$ cat src/rtl/mem_access_ctrl_pkg.sv
// Shared definitions for the MEM-stage data-memory access controller:
// FSM state encoding and default parameter values.
package mem_access_ctrl_pkg;

  typedef enum logic [1:0] {
    ST_IDLE = 2'd0,
    ST_REQ  = 2'd1,
    ST_RSP  = 2'd2,
    ST_DONE = 2'd3
  } state_t;

  localparam int unsigned DEF_ADDR_W  = 32;
  localparam int unsigned DEF_DATA_W  = 32;
  localparam int unsigned DEF_TIMEOUT = 16;

endpackage

$ cat src/rtl/mem_timeout_cnt.sv
// Timeout counter for an outstanding data-memory access.
// Ports:
//   clk     in  pipeline clock
//   rst_n   in  asynchronous active-low reset
//   clr     in  synchronous clear (access not yet started)
//   en      in  count one cycle spent waiting on memory
//   expired out counting and the count has reached TIMEOUT-1
module mem_timeout_cnt
  import mem_access_ctrl_pkg::*;
#(
  parameter int unsigned TIMEOUT = DEF_TIMEOUT
) (
  input  logic clk,
  input  logic rst_n,
  input  logic clr,
  input  logic en,
  output logic expired
);

  localparam int unsigned     CW   = $clog2(TIMEOUT);
  localparam logic [CW-1:0]   LAST = CW'(TIMEOUT - 1);

  logic [CW-1:0] r_cnt;

  always_ff @(posedge clk or negedge rst_n) begin
    if (!rst_n) begin
      r_cnt <= '0;
    end else if (clr) begin
      r_cnt <= '0;
    end else if (en && (r_cnt != LAST)) begin
      r_cnt <= r_cnt + CW'(1);
    end
  end

  assign expired = en & (r_cnt == LAST);

endmodule

$ cat src/rtl/mem_access_ctrl.sv
// MEM-stage data-memory access sequencer. Issues the EX/MEM access on a
// valid/ready request channel, stalls the front of the pipeline while the
// access is outstanding, and returns load data to MEM/WB. A timeout aborts
// the access and sets a sticky bus error.
// Ports:
//   ex_mem_read/write/addr/wdata  access from the EX/MEM register
//   dmem_req_*                    registered request channel to data memory
//   dmem_rsp_valid/rdata          read response from data memory
//   stall                         hold PC, IF/ID, ID/EX, EX/MEM
//   mem_wb_bubble                 force MEM/WB control to NOP
//   mem_rdata                     load data to MEM/WB, valid in DONE
//   bus_err                       sticky timeout flag, cleared only by reset
module mem_access_ctrl
  import mem_access_ctrl_pkg::*;
#(
  parameter int unsigned ADDR_W  = DEF_ADDR_W,
  parameter int unsigned DATA_W  = DEF_DATA_W,
  parameter int unsigned TIMEOUT = DEF_TIMEOUT
) (
  input  logic              clk,
  input  logic              rst_n,
  input  logic              ex_mem_read,
  input  logic              ex_mem_write,
  input  logic [ADDR_W-1:0] ex_mem_addr,
  input  logic [DATA_W-1:0] ex_mem_wdata,
  output logic              dmem_req_valid,
  output logic              dmem_req_we,
  output logic [ADDR_W-1:0] dmem_req_addr,
  output logic [DATA_W-1:0] dmem_req_wdata,
  input  logic              dmem_req_ready,
  input  logic              dmem_rsp_valid,
  input  logic [DATA_W-1:0] dmem_rsp_rdata,
  output logic              stall,
  output logic              mem_wb_bubble,
  output logic [DATA_W-1:0] mem_rdata,
  output logic              bus_err
);

  state_t            r_state;
  logic              r_req_valid;
  logic              r_req_we;
  logic [ADDR_W-1:0] r_req_addr;
  logic [DATA_W-1:0] r_req_wdata;
  logic [DATA_W-1:0] r_mem_rdata;
  logic              r_bus_err;

  logic w_access;
  logic w_waiting;
  logic w_expired;

  assign w_access  = ex_mem_read | ex_mem_write;
  assign w_waiting = (r_state == ST_REQ) || (r_state == ST_RSP);

  mem_timeout_cnt #(
    .TIMEOUT (TIMEOUT)
  ) u_timeout (
    .clk     (clk),
    .rst_n   (rst_n),
    .clr     (r_state == ST_IDLE),
    .en      (w_waiting),
    .expired (w_expired)
  );

  // Completion wins over an expiry in the same cycle. DONE never samples
  // EX/MEM: it still holds the access just finished, so issuing from there
  // would repeat it.
  always_ff @(posedge clk or negedge rst_n) begin
    if (!rst_n) begin
      r_state     <= ST_IDLE;
      r_req_valid <= 1'b0;
      r_req_we    <= 1'b0;
      r_req_addr  <= '0;
      r_req_wdata <= '0;
      r_mem_rdata <= '0;
      r_bus_err   <= 1'b0;
    end else begin
      unique case (r_state)
        ST_IDLE: begin
          if (w_access) begin
            r_req_valid <= 1'b1;
            r_req_we    <= ex_mem_write;
            r_req_addr  <= ex_mem_addr;
            r_req_wdata <= ex_mem_wdata;
            r_state     <= ST_REQ;
          end
        end
        ST_REQ: begin
          if (dmem_req_ready) begin
            r_req_valid <= 1'b0;
            r_state     <= r_req_we ? ST_DONE : ST_RSP;
          end else if (w_expired) begin
            r_req_valid <= 1'b0;
            r_bus_err   <= 1'b1;
            r_mem_rdata <= '0;
            r_state     <= ST_DONE;
          end
        end
        ST_RSP: begin
          if (dmem_rsp_valid) begin
            r_mem_rdata <= dmem_rsp_rdata;
            r_state     <= ST_DONE;
          end else if (w_expired) begin
            r_bus_err   <= 1'b1;
            r_mem_rdata <= '0;
            r_state     <= ST_DONE;
          end
        end
        ST_DONE: begin
          r_state <= ST_IDLE;
        end
        default: begin
          r_state <= ST_IDLE;
        end
      endcase
    end
  end

  // Stall starts combinationally in the IDLE cycle that sees the access.
  assign stall          = w_waiting | ((r_state == ST_IDLE) & w_access);
  assign mem_wb_bubble  = stall;

  assign dmem_req_valid = r_req_valid;
  assign dmem_req_we    = r_req_we;
  assign dmem_req_addr  = r_req_addr;
  assign dmem_req_wdata = r_req_wdata;
  assign mem_rdata      = r_mem_rdata;
  assign bus_err        = r_bus_err;

endmodule

$ cat config.mk
export PLATFORM = sky130hd
export DESIGN_NAME = mem_access_ctrl
export DESIGN_NICKNAME = d
export VERILOG_FILES = /design/src/rtl/mem_access_ctrl_pkg.sv /design/src/rtl/mem_timeout_cnt.sv /design/src/rtl/mem_access_ctrl.sv
export SDC_FILE = /design/constraint.sdc
export NUM_CORES = 1
export LEC_CHECK = 0
export ABC_AREA = 1
export CAP_MARGIN = 20
export CORE_MARGIN = 2
export CORE_UTILIZATION = 44
export CTS_CLUSTER_DIAMETER = 40
export DETAILED_ROUTE_END_ITERATION = 8
export PLACE_DENSITY = 0.86
export SYNTH_ARGS = -nofsm -noshare
export SYNTH_HDL_FRONTEND = slang
export SYNTH_SLANG_ARGS = --single-unit
$ cat constraint.sdc
create_clock -name clk -period 3.7 [get_ports clk]
set_input_delay 0.555 -clock clk [delete_from_list [all_inputs] [get_ports clk]]
set_output_delay 0.555 -clock clk [all_outputs]
set_load 0.1 [all_outputs]
==> results.cfg, run 1 <==
[logic_synthesis]
yosys-top-cells-count = nand2_1 (277), dfrtp_1 (105), nand3_1 (38)
synth_edf_count = 0
synth_top_cell_area_share_pct = 61.14
async_flop_share_pct = 100.0
seq_area_frac_synth_pct = 61.14
yosysTopAreaCell = dfrtp_1
ys.flop_type = dfrtp_1
synth.distinct_cells = 22
synth_area_per_cell_sq_um = 8.862
yosysWarnings = 0
synth_most_common_cell = nand2_1
syn_inst = 485
synth.cell_area_sq_mm = 0.004298
synth_nets = 592
synthTopCellsByArea = dfrtp_1 (61%), nand2_1 (24%), nand3_1 (4.4%)
synth_seq_cells = 105

[die]
io_pins = 203
initial_core_util_pct = 44.59
dieArea_sq_mm = 0.01057
core_area_sq_mm = 0.009639
die_height_um = 102.8
fp.dieW_um = 102.8
num_rows = 36

[placed_design]
dpl.hpwl_mm = 8.054
finalWeightedCongestion = 0.7751
portBuffers = 202

[global_routing]
antenna_found_initial = 0
grt_max_degree = 81
grt_pass1_vias = 3677
track_usage_pct = 20.58
overflow = 0
grt_pass1_wl_mm = 17.02

[status]
outcome = finished clean

[cts]
cts-root-buf = clkbuf_8
cts_buffers = 9
post_cts_resized = 0
clock-sinks = 105
ctsHoldBuffers = 0
h-tree-depth = 3
cts.clk_slew.worst_paths_ns = 0.11
cts_tree = done
cts_setup_buffers = 0
clk_path_buf_depth = 2
clkLatencyLatePin_ns = 0.37

[sta]
setup_viol = 0
setup-tns-final_ns = 0
hold_viol = 0
fmax_mhz = 377.0
tightest_slew_ns = 1.029
finalCritPeriodShare_pct = 71.70
period_needed_ns = 2.653
final-max-slew-violation-count = 0
slew_headroom_pct = 31.19
fin_skew_ns = 0.01467
rsz0062_at_grt = false

[flow_run]
max-cap-violations = 0

[detailed_routing]
via_per_inst = 4.697
ant_nets = 0
drt_wl_total_mm = 11.23
drcViolationCount = 0
drt_iter0_drc = 95
vias = 3833
routedWlPerCell_um = 13.76
drtPass1Iterations = 5

[layout]
final_net_count = 785
syn_to_final_growth_pct = 52.63
antennaDiodeCount = 0
drive_above_1_share_pct = 4.392

[setup_path]
crit_buf_inv = 2
critPathTopFamily = simple AND/OR/NAND/NOR gates
crit_path_max_fanout = 30
cp-start-kind = flop
cp_slowest_cell = nand2_2
cp-end-kind = output pin
crit_arrival_ns = 2.10
r2r_cells = 6
ff2ff_setup_slack_ns = 1.31
critical-path-max-stage-delay_ns = 0.44
crit_type = flop to output pin
path_cells = inv_1 -> ha_1 -> nand2_2 -> nand2_1 -> buf_12
required_ns = 3.14
cp.depth = 5

[worst_hold_path]
hp-class = primary input to asynchronous set/reset pin
[per-layer routing]
metal | share of wire, % | vias to the layer above | track usage [%] | wire length (um)
met4 | 1.7 | 0 | 8.300 | 189
met2 | 48 | 157 | 33.63 | 5363
li1 | - | 1876 | - | -
met3 | 9.3 | 13 | 5.966 | 1044
met5 | 0 | - | 0 | 0
met1 | 41 | 1787 | 25.92 | 4633
[worst reg2reg max path: stages (launching register included)]
cell	delay, ns
dfrtp_1	0.41
inv_1	0.14
ha_1	0.24
nand2_2	0.35
inv_2	0.90
nand2_1	0.18
nand2_1	0.11
[logic make-up after synthesis]
kind of cell             count (synthesis)  synth area share [%]
XOR/XNOR                                 1                0.2038
AND/OR/NAND/NOR                        328                 30.42
AO/OA/AOI/OAI                           10                 1.339
adder cells (fa/ha/maj)                  5                 1.456
buffers and inverters                   36                 5.444
flip-flops                             105                 61.14
[cell usage in the layout (no fill, tap or decap), drive strengths merged, types with 2 or more instances in the layout]
cell	n
nand2	280
nand3	38
buf	7
nand4	2
a21oi	3
nor2	6
inv	12
o21ai	4
dfrtp	105
o21bai	2
ha	5
clkinv	4
clkbuf	10
clkdlybuf4s50	199
[layout make-up]
type                    instances  area (sq um)
multi-input cells             344          1436
clock buffers                  10         137.6
clock inverters                 6         57.56
repair buffers                206          2090
well taps                     133         166.4
inverters                      12         45.04
fillers                       783          3079
flip-flops and latches        105          2628
[final timing paths]
check	to	start
hold / removal	dmem_req_wdata[2]$_DFFE_PN0P_	rst_n
hold reg to reg	mem_rdata[24]$_DFFE_PN0P_	mem_rdata[24]$_DFFE_PN0P_
max in group asynchronous	dmem_req_wdata[31]$_DFFE_PN0P_	rst_n
min in group clk	mem_rdata[24]$_DFFE_PN0P_	mem_rdata[24]$_DFFE_PN0P_
setup / recovery	stall	r_state[1]$_DFFE_PN0P_
setup reg to reg	dmem_req_wdata[10]$_DFFE_PN0P_	r_state[0]$_DFFE_PN0P_
[flip-flops by register name (all words and copies together) (netlist names)]
signal,cells
dmem_req_addr,32
dmem_req_we,1
bus_err,1
r_state,2
mem_rdata,32
dmem_req_wdata,32
u_timeout.r_cnt,4
dmem_req_valid,1
[through the flow]
stage	cell area, sq um	utilization [%]	setup slack [ns]	hold WS [ns]	cells
after CTS	6533	67.77	1.008	0.3827	815
final	6560	68.06	1.047	0.1223	816
after floorplan	4298	-	0.9717	0.2594	485
after detailed placement	6337	65.75	0.9526	0.4587	799
after global placement	6337	65.75	1.043	0.4520	799
after global routing	6560	68.06	0.8686	0.1397	816
Power of run 1 is left out: the tool's default activity adds up to more than one toggle a clock period on the data nets, which glitch-free logic cannot reach.
==> run 2, diff against run 1 <==
--- a/config.mk
+++ b/config.mk
@@ -8,10 +8,10 @@
 export ABC_AREA = 1
 export CAP_MARGIN = 20
 export CORE_MARGIN = 2
-export CORE_UTILIZATION = 44
+export CORE_UTILIZATION = 41
 export CTS_CLUSTER_DIAMETER = 40
 export DETAILED_ROUTE_END_ITERATION = 8
-export PLACE_DENSITY = 0.86
+export PLACE_DENSITY = 0.81
 export SYNTH_ARGS = -nofsm -noshare
 export SYNTH_HDL_FRONTEND = slang
 export SYNTH_SLANG_ARGS = --single-unit
==> constraint.sdc (replaced) <==
create_clock -name clk -period 2.55 [get_ports clk]
set_input_delay 0.3825 -clock clk [delete_from_list [all_inputs] [get_ports clk]]
set_output_delay 0.3825 -clock clk [all_outputs]
set_load 0.1 [all_outputs]
==> run 2 against run 1 <==
Against the previous run:
- flip-flop and latch count is the same
- critical path depth is the same
- core utilization shrank 5.5 points
- cell count grew 0.49%
- register-to-register slack lost 0.49 ns
- hold slack lost 0.062 ns
- clock skew shrank 0.0089 ns
- die area grew 7.0%
- setup slack lost 0.52 ns
- clock-buffer cell count is the same
- wire length grew 0.73%
- non-clock buffer count grew 2
- highest routed layer unchanged
==> results.cfg, run 2 (synthesis results as in run 1) <==
[detailed_routing]
drtPass1Iterations = 4
drcViolationCount = 0
vias = 3871
ant_nets = 0
drt_iter0_drc = 295
via_per_inst = 4.721
routedWlPerCell_um = 13.80
drt_wl_total_mm = 11.31

[layout]
drive_above_1_share_pct = 19.15
layout_commonest_cell = nand2_1
multi_input_area_sq_mm = 0.001439
fillers = 858
layout_common_cells = nand2_1 (276), dfrtp_1 (105), buf_4 (105), clkdlybuf4s50_1 (100), nand3_1 (38)
utilization_pct = 62.52
final_net_count = 787
antennaDiodeCount = 0
syn_to_final_growth_pct = 48.82
register_area_sq_mm = 0.002628

[sta]
period_needed_ns = 2.020
final-max-slew-violation-count = 0
hold_viol = 0
fmax_mhz = 495.1
slew_headroom_pct = 55.10
fin_skew_ns = 0.005805
setup_viol = 0
tightest_slew_ns = 0.6736
setup_ws_ns = 0.5303
rsz0062_at_grt = false
setup-tns-final_ns = 0
finalCritPeriodShare_pct = 79.20

[setup_path]
cp_slowest_cell = dfrtp_1
critPathLaunch = r_state[0]$_DFFE_PN0P_
cp-start-kind = flop
r2r-start = r_state[0]$_DFFE_PN0P_
cp-end-kind = output pin
crit_type = flop to output pin
path_cells = inv_1 -> ha_1 -> inv_1 -> nand2_2 -> buf_12
critical-path-max-stage-delay_ns = 0.41
crit_arrival_ns = 1.64
r2r_end = dmem_req_addr[20]$_DFFE_PN0P_
cp-endpoint = mem_wb_bubble
cpMostUsedCell = inv_1
crit_path_max_fanout = 4
required_ns = 2.17
ff2ff_setup_slack_ns = 0.82
r2r_cells = 6

[global_routing]
grt_pass1_wl_mm = 18.53
grt_pass1_vias = 3934
grt_max_degree = 67
overflow = 0
track_usage_pct = 20.52
antenna_found_initial = 0

[cts]
cts_buffers = 9
post_cts_resized = 0
clk_path_buf_depth = 2
clock-sinks = 105
ctsHoldBuffers = 0
cts.clk_slew.worst_paths_ns = 0.10
cts-root-buf = clkbuf_8
cts_setup_buffers = 0
clkLatencyLatePin_ns = 0.35
h-tree-depth = 3
cts_tree = done

[worst_hold_path]
hp-class = primary input to asynchronous set/reset pin

[die]
initial_core_util_pct = 42.01
core_area_sq_mm = 0.01023
dieArea_sq_mm = 0.01132
num_rows = 37
die_height_um = 106.4
io_pins = 203
fp.dieW_um = 106.4

[placed_design]
dpl.hpwl_mm = 8.236
portBuffers = 202
finalWeightedCongestion = 0.7892
dp_slack_ns = 0.6634

[flow_run]
max-cap-violations = 0

[status]
outcome = finished clean
## run 2: cell type report
type | count | share of cell area [%]
Multi-Input combinational cell | 344 | 22.50
Inverter | 12 | 0.7042
Tap cell | 136 | 2.660
Clock buffer | 10 | 2.152
Timing Repair Buffer | 208 | 28.91
Sequential cell | 105 | 41.08
Clock inverter | 5 | 1.995
## run 2: routing by layer
layer / GRT usage, % / routed length, um
met5: 0 / 0
met4: 7.049 / 184
met3: 5.579 / 1044
met2: 33.52 / 5300
met1: 26.39 / 4782
## run 2: worst min-delay path by stage
stage	cells past startpoint	slack, ns	to
2_1_floorplan	0	0.09	bus_err$_DFFE_PN0P_
3_3_place_gp	1	0.45	mem_rdata[12]$_DFFE_PN0P_
3_5_place_dp	2	0.46	mem_rdata[0]$_DFFE_PN0P_
4_1_cts	1	0.07	dmem_req_wdata[5]$_DFFE_PN0P_
5_1_grt	1	0.09	mem_rdata[10]$_DFFE_PN0P_
6_report	1	0.06	dmem_req_wdata[3]$_DFFE_PN0P_
## run 2: through the flow
| step | cell area [sq um] | hold slack (ns) | instances |
|---|---|---|---|
| after floorplan | 4300 | 0.08691 | 485 |
| after global placement | 6131 | 0.4485 | 805 |
| after detailed placement | 6131 | 0.4616 | 805 |
| after CTS | 6396 | 0.06596 | 820 |
| after global routing | 6396 | 0.08973 | 820 |
| final | 6396 | 0.06012 | 820 |
## run 2: worst max-delay path, delay by kind of cell (launching register included)
family | cells | cell delay, ns
simple gates | 1 | 0.12
flops | 1 | 0.41
fa+ha+maj | 1 | 0.28
buf+inv | 3 | 0.47
Power of run 2 is left out for the same reason.
==> run 3, diff against run 2 <==
==> constraint.sdc (replaced) <==
create_clock -name clk -period 2 [get_ports clk]
set_input_delay 0.3 -clock clk [delete_from_list [all_inputs] [get_ports clk]]
set_output_delay 0.3 -clock clk [all_outputs]
set_load 0.1 [all_outputs]
==> run 3 against run 2 <==
Against the previous run:
- die area unchanged
- hold slack better by 0.39 ns
- cell count up 0.49%
- global-route usage up 0.42 points
- core utilization down 0.12 points
==> results.cfg, run 3 (synthesis results as in run 1) <==
[layout]
syn_to_final_growth_pct = 48.53
fin_cells = 824
antennaDiodeCount = 0
fillers = 824
register_area_sq_mm = 0.002628
multi_input_area_sq_mm = 0.001444
drive_above_1_share_pct = 19.62
layout_common_cells = nand2_1 (276), dfrtp_1 (105), buf_4 (105), clkdlybuf4s50_1 (100), nand3_1 (38)
final_net_count = 791
layout_commonest_cell = nand2_1
design_area_sq_mm = 0.006384

[detailed_routing]
ant_nets = 0
drt_iter0_drc = 233
drtPass1Iterations = 4
drt_wl_total_mm = 11.69
drcViolationCount = 0
vias = 3916
via_per_inst = 4.752
routedWlPerCell_um = 14.19

[sta]
fmax_mhz = 534.9
period_needed_ns = 1.870
setup_ws_ns = 0.1305
hold_viol = 0
fin_skew_ns = 0.01201
finalCritPeriodShare_pct = 93.48
rsz0062_at_grt = false
setup-tns-final_ns = 0
tightest_slew_ns = 0.4632
setup_viol = 0
slew_headroom_pct = 69.12
final-max-slew-violation-count = 0

[placed_design]
portBuffers = 202
finalWeightedCongestion = 0.8149
dpl.hpwl_mm = 8.470
dp_slack_ns = 0.3722
placed_area_sq_mm = 0.006196
placed_cells = 808

[global_routing]
overflow = 0
grt_pass1_wl_mm = 18.65
track_usage_pct = 20.94
grt_max_degree = 60
antenna_found_initial = 0
grt_pass1_vias = 3853

[cts]
clkLatencyLatePin_ns = 0.37
cts-root-buf = clkbuf_8
h-tree-depth = 3
cts.clk_slew.worst_paths_ns = 0.09
cts_tree = done
clk_path_buf_depth = 2
cts_setup_buffers = 0
clock-sinks = 105
cts_buffers = 9

[setup_path]
r2r_cells = 7
ff2ff_setup_slack_ns = 0.39
cp_slowest_cell = dfrtp_1
critPathLaunch = r_state[0]$_DFFE_PN0P_
crit_arrival_ns = 1.57
path_cells = inv_1 -> ha_1 -> nand2_2 -> nand2_4 -> buf_12
crit_type = flop to output pin
crit_path_max_fanout = 5
cp-end-kind = output pin
required_ns = 1.70
cp-start-kind = flop
critical-path-max-stage-delay_ns = 0.41
r2r-start = r_state[0]$_DFFE_PN0P_
r2r_end = mem_rdata[13]$_DFFE_PN0P_

[die]
io_pins = 203
dieArea_sq_mm = 0.01132
initial_core_util_pct = 42.01
num_rows = 37
core_area_sq_mm = 0.01023
die_height_um = 106.4
fp.dieW_um = 106.4

[flow_run]
max-cap-violations = 0

[worst_hold_path]
hp-class = primary input to asynchronous set/reset pin

[status]
outcome = finished clean
run 3: cell count changes in the layout (fill, tap and decap cells not counted), sizes merged:
cell / delta
inv: +1
clkinv: +2
clkbuf: +1
buf: +3
dlygate4sd3: +1
bufinv: -4
run 3: how the worst max path moves through the flow:
| stage | endpoint |
|---|---|
| floorplan | stall |
| global placement | mem_wb_bubble |
| detailed placement | mem_rdata[13]$_DFFE_PN0P_ |
| CTS | stall |
| global route | stall |
| finish | stall |
run 3: repair_timing:
action                     CTS  global route
gates resized for setup      0             1
setup endpoints to repair    0             2
hold buffers                 1             0
hold endpoints to repair    30             0
run 3: per-stage QoR:
step	util, %	hold WS, ns
after floorplan	-	0.004409
after global routing	62.39	0.4351
after CTS	62.39	0.4340
final	62.39	0.4458
after global placement	60.56	0.2803
after detailed placement	60.56	0.2887
run 3: area by class of cell:
type | instances | share of cell area, %
sequential | 105 | 41.16
clock buffer | 11 | 2.372
tap | 136 | 2.666
clock inverter | 4 | 0.4116
timing repair buffer | 212 | 30.07
multi-input combinational | 344 | 22.62
inverter | 12 | 0.7056
run 3: layer usage:
metal / track usage [%] / part of all wire [%] / up-vias
li1: - / - / 1887
met1: 26.20 / 42 / 1843
met2: 35.30 / 47 / 176
met3: 6.193 / 9.5 / 10
met4: 5.921 / 1.1 / 0
met5: 0 / 0 / -
run 3: critical path: cells and delay by family (launching register included):
family / cells / cell delay, ns
flops: 1 / 0.41
buf+inv: 2 / 0.30
simple gates: 2 / 0.27
fa+ha+maj: 1 / 0.23
Power of run 3 is left out for the same reason.
